<file path="config.mk">
export PLATFORM = sky130hd
export DESIGN_NAME = pipe_stage_skid
export DESIGN_NICKNAME = d
export VERILOG_FILES = /design/src/rtl/pipe_stage_skid.sv
export SDC_FILE = /design/constraint.sdc
export NUM_CORES = 1
export LEC_CHECK = 0
export CAP_MARGIN = 20
export CORE_ASPECT_RATIO = 1.5
export CORE_MARGIN = 3
export CORE_UTILIZATION = 51
export DETAILED_ROUTE_END_ITERATION = 12
export GPL_TIMING_DRIVEN = 0
export PLACE_DENSITY_LB_ADDON = 0.08
export SYNTH_ARGS = -nofsm -noshare
export SYNTH_HDL_FRONTEND = slang
export SYNTH_SLANG_ARGS = --single-unit
</file>
<file path="constraint.sdc">
create_clock -name clk -period 14.9 [get_ports clk]
set_input_delay 1.49 -clock clk [delete_from_list [all_inputs] [get_ports clk]]
set_output_delay 1.49 -clock clk [all_outputs]
set_load 0.005 [all_outputs]
</file>
<file path="src/rtl/pipe_stage_skid.sv">
// Inter-stage pipeline register carrying data and control as one entry, with a
// valid/ready handshake, an optional skid entry, flush/bubble control and stall statistics.
module pipe_stage_skid #(
   parameter int DATA_W = 160,
   parameter int CTRL_W = 10,
   parameter int SKID   = 1,
   parameter int STAT_W = 16
) (
   input  logic              clk,
   input  logic              rst,
   input  logic              in_valid,
   output logic              in_ready,
   input  logic [DATA_W-1:0] in_data,
   input  logic [CTRL_W-1:0] in_ctrl,
   output logic              out_valid,
   input  logic              out_ready,
   output logic [DATA_W-1:0] out_data,
   output logic [CTRL_W-1:0] out_ctrl,
   input  logic              flush,
   input  logic              bubble,
   output logic [1:0]        occupancy,
   output logic [STAT_W-1:0] stall_cnt
);

   localparam bit HAS_SKID = (SKID != 0);

   logic              skid_valid;
   logic [DATA_W-1:0] skid_data;
   logic [CTRL_W-1:0] skid_ctrl;

   logic              out_free;
   logic              accept;
   logic              drain;

   logic              nxt_out_valid;
   logic [DATA_W-1:0] nxt_out_data;
   logic [CTRL_W-1:0] nxt_out_ctrl;
   logic              nxt_skid_valid;
   logic [DATA_W-1:0] nxt_skid_data;
   logic [CTRL_W-1:0] nxt_skid_ctrl;

   assign out_free = !out_valid || out_ready;

   // With a skid entry the ready path depends only on local state, so upstream
   // stalls never see a combinational path from out_ready.
   assign in_ready = !rst && !flush && !bubble && (HAS_SKID ? !skid_valid : out_free);
   assign accept   = in_valid && in_ready;
   assign drain    = out_valid && out_ready;

   always_comb begin
      nxt_out_valid  = out_valid;
      nxt_out_data   = out_data;
      nxt_out_ctrl   = out_ctrl;
      nxt_skid_valid = skid_valid;
      nxt_skid_data  = skid_data;
      nxt_skid_ctrl  = skid_ctrl;

      if (flush) begin
         nxt_out_valid  = 1'b0;
         nxt_out_data   = '0;
         nxt_out_ctrl   = '0;
         nxt_skid_valid = 1'b0;
         nxt_skid_data  = '0;
         nxt_skid_ctrl  = '0;
      end else if (skid_valid && out_free) begin
         nxt_out_valid  = 1'b1;
         nxt_out_data   = skid_data;
         nxt_out_ctrl   = skid_ctrl;
         nxt_skid_valid = 1'b0;
         nxt_skid_data  = '0;
         nxt_skid_ctrl  = '0;
      end else if (bubble && out_free) begin
         nxt_out_valid  = 1'b0;
         nxt_out_data   = '0;
         nxt_out_ctrl   = '0;
      end else if (accept && out_free) begin
         nxt_out_valid  = 1'b1;
         nxt_out_data   = in_data;
         nxt_out_ctrl   = in_ctrl;
      end else if (accept && HAS_SKID) begin
         nxt_skid_valid = 1'b1;
         nxt_skid_data  = in_data;
         nxt_skid_ctrl  = in_ctrl;
      end else if (drain) begin
         // data is left in place; only valid and the control word are retired
         nxt_out_valid  = 1'b0;
         nxt_out_ctrl   = '0;
      end
   end

   always_ff @(posedge clk or posedge rst) begin
      if (rst) begin
         out_valid  <= 1'b0;
         out_data   <= '0;
         out_ctrl   <= '0;
         skid_valid <= 1'b0;
         skid_data  <= '0;
         skid_ctrl  <= '0;
         occupancy  <= 2'd0;
      end else begin
         out_valid  <= nxt_out_valid;
         out_data   <= nxt_out_data;
         out_ctrl   <= nxt_out_ctrl;
         skid_valid <= nxt_skid_valid;
         skid_data  <= nxt_skid_data;
         skid_ctrl  <= nxt_skid_ctrl;
         occupancy  <= {1'b0, nxt_out_valid} + {1'b0, nxt_skid_valid};
      end
   end

   // Saturating stall counter; deliberately unaffected by flush.
   always_ff @(posedge clk or posedge rst) begin
      if (rst) begin
         stall_cnt <= '0;
      end else if (out_valid && !out_ready && (stall_cnt != {STAT_W{1'b1}})) begin
         stall_cnt <= stall_cnt + STAT_W'(1);
      end
   end

endmodule

</file>
==> impl_metrics.tcl <==
set metrics [dict create \
    status "completed" \
    netlist_instances 1607 \
    syn_area_per_cell_sq_um 10.11 \
    endpoint_kind "output pin" \
    async_flop_share_pct 100.0 \
    holdCritStartpoint "out_data[79]$_DFFE_PP0P_" \
    fin_nets 2191 \
    dp.cells 2380 \
    n_fill_cell 2464 \
    yosys.area.top_type_share_pct 55.46 \
    drt-pass1-iter-count 5 \
    drive_above_1_share_pct 8.411 \
    ys_warn_count 0 \
    cts_sinks 360 \
    drtIter0Drc 843 \
    p_per_area_nw_per_um2 98.40 \
    cp_slowest_cell "clkdlybuf4s50_1" \
    cts_hold_buffers 0 \
    gp_congestion 0.8375 \
    rsz0062_at_grt "no" \
    placementRows 79 \
    die_y_um 224.6 \
    grt_pass1_wl_um 75240 \
    slowest_delay_ns 0.64 \
    crit_path_start "rst" \
    cts_max_level 2 \
    seq_area_frac_synth_pct 55.46 \
    ant_nets 0 \
    setup_violations 0 \
    postSynthRegisterBits 360 \
    dp_hpwl_um 34630 \
    start_kind "input port" \
    die_x_um 151.7 \
    portBuffers 364 \
    area_growth_pct 32.92 \
    antenna_found_initial 6 \
    critical-path-top-delay-family "buffers and inverters" \
    synth.distinct_cells 42 \
    final_cells 2444 \
    clk_pin_slew_ns 0.06 \
    synth_area_leaders "dfrtp_1 (55%), a21oi_1 (8.0%), nand2_1 (8.0%), mux2_1 (6.7%), mux2_2 (4.5%)" \
    max_slew_margin_pct 42.40 \
    crit_chain "clkdlybuf4s50_1 -> nor4_4 -> clkdlybuf4s50_1" \
    required_ns 13.41 \
    via_count 13770 \
    leakagePower_nw 9.141 \
    cts_made_buffers 36 \
    hold_viol_final 0 \
    overflow 0 \
    tightest_slew_ns 0.8640 \
    period_needed_ns 4.430 \
    avgRoutedWirePerCell_um 19.76 \
    grt_usage_pct 27.82 \
    start_util_pct 52.00 \
    max-clock-path-buffers 3 \
    postCtsSetupBuffers 0 \
    path_class "in2out" \
    fmax_mhz 225.7 \
    vias_per_cell 5.635 \
    grt_pass1_vias 14110 \
    wl_um 48310 \
    insertion_delay_ns 0.52 \
    post-route-period-util_pct 29.73 \
    cts_tree "yes" \
    synth_fp_nets 1785 \
    drv_slew 0 \
    critPathBufInv 2 \
    crit_top_cell "clkdlybuf4s50_1" \
    core_region_area_sq_um 31240 \
    cts_resized 0 \
    critical_path.max_fanout 5 \
    synth_edf_count 0 \
    min_path_type "reg2reg" \
    pre_cts_slack_ns 10.48 \
    synth_area_sq_um 16240 \
    clockRootBuffer "clkbuf_16" \
    worstReg2RegStart "out_valid$_DFF_PP0_" \
    yosys.area.top_type "dfrtp_1" \
    arrival_ns 2.94 \
    ios 366 \
    route.detailed.drc 0 \
    die_area_sq_um 34070 \
    synth_flop_cell "dfrtp_1" \
    cap_violations 0 \
    ir_drop_mv 0.08794 \
    skew_ns 0.01012 \
    grt_max_degree 117 \
    timing.final.ws_setup_ns 10.47 \
]
[state kept, by name, summed over array words and instances, names as in the netlist]
signal	flops
out_data	160
skid_data	160
stall_cnt	16
out_ctrl	10
skid_ctrl	10
occupancy	2
out_valid	1
skid_valid	1
[where the power goes]
part           switching, mW  leakage (nW)  total (mW)  internal (mW)
sequential            0.0169          4.94        1.02           1.01
combinational          0.108          3.66       0.240          0.132
clock                  0.375         0.539       0.863          0.488
[kinds of logic (layout without fill, tap and decap cells)]
logic type | count (synthesis) | after routing | synth area share, %
AND/OR/NAND/NOR | 477 | 477 | 12.36
other | 0 | 6 | 0
XOR/XNOR | 12 | 12 | 0.6470
buffers and inverters | 145 | 571 | 4.121
AO/OA/AOI/OAI | 449 | 449 | 16.02
adder cells (fa/ha/maj) | 2 | 2 | 0.1540
flip-flops | 360 | 360 | 55.46
multiplexers | 162 | 162 | 11.23
[cells in the mapped netlist (all sizes together) (2+ instances only)]
library cell / instances
dfrtp: 360
nand2: 346
a21oi: 260
mux2: 162
nand3: 96
clkbuf: 95
o21ai: 90
a22o: 72
buf: 49
xor2: 12
a22oi: 10
nor3: 10
o2bb2ai: 10
nor4: 6
nand4: 5
nor2: 4
and3: 2
ha: 2
o211ai: 2
or2: 2
[per-layer routing]
layer / share of wire (%) / wire length [um] / GRT usage [%] / up-vias
met5: 0.027 / 13 / 0 / -
met4: 3.1 / 1486 / 9.777 / 2
met3: 8.4 / 4041 / 7.498 / 88
li1: - / - / - / 6419
met1: 38 / 18240 / 33.10 / 6742
met2: 51 / 24520 / 48.35 / 521
[layout make-up]
| class | instances | area, sq um | area share (%) |
|---|---|---|---|
| flip-flops and latches | 360 | 9009 | 41.73 |
| inverters | 1 | 11.26 | 0.05216 |
| repair buffers | 368 | 3731 | 17.28 |
| clock buffers | 52 | 1052 | 4.874 |
| well taps | 405 | 506.7 | 2.347 |
| multi-input cells | 1102 | 6565 | 30.41 |
| clock inverters | 6 | 33.78 | 0.1565 |
| diodes | 6 | 15.01 | 0.06954 |
| plain buffers | 144 | 665.6 | 3.083 |
[path summary, 6_finish.rpt]
path / to / slack, ns / depth (start not counted)
max: in_ready / 10.47 / 3
min: out_data[79]$_DFFE_PP0P_ / 0.48 / 1
max reg2reg: skid_data[10]$_DFFE_PP0P_ / 12.05 / 8
min reg2reg: out_data[79]$_DFFE_PP0P_ / 0.48 / 1
max in group asynchronous: out_data[13]$_DFFE_PP0P_ / 12.08 / 4
min in group asynchronous: out_data[29]$_DFFE_PP0P_ / 1.49 / 2
[cell usage in the layout, fill, tap and decap left out, types with 2 or more instances in the layout]
cell type        instances
clkdlybuf4s50_1        364
dfrtp_1                360
nand2_1                346
a21oi_1                260
clkbuf_1               103
mux2_1                  97
nand3_1                 96
o21ai_0                 84
a22o_1                  72
mux2_2                  65
clkbuf_16               37
buf_2                   35
xor2_1                  12
buf_6                   10
a22oi_1                 10
o2bb2ai_1               10
nor3_1                  10
clkbuf_8                 7
diode_2                  6
o21ai_1                  5
clkinv_2                 5
nor2_1                   4
nand4_1                  4
nor4_1                   4
buf_1                    3
buf_16                   3
buf_4                    2
and3_1                   2
o211ai_1                 2
ha_1                     2
[through the flow]
stage,TNS [ns],utilization (%),area (sq um),hold WS (ns),power [mW]
6_report,0,69.12,21590,0.4805,2.124
5_1_grt,0,69.12,21590,0.4933,2.196
4_1_cts,0,69.07,21570,0.4866,2.144
3_5_place_dp,0,65.59,20490,0.4737,1.281
3_3_place_gp,-389.61,65.29,20390,0.4663,1.275
2_1_floorplan,0,-,16240,0.4675,1.132
Power figures use the tool's default switching activity.
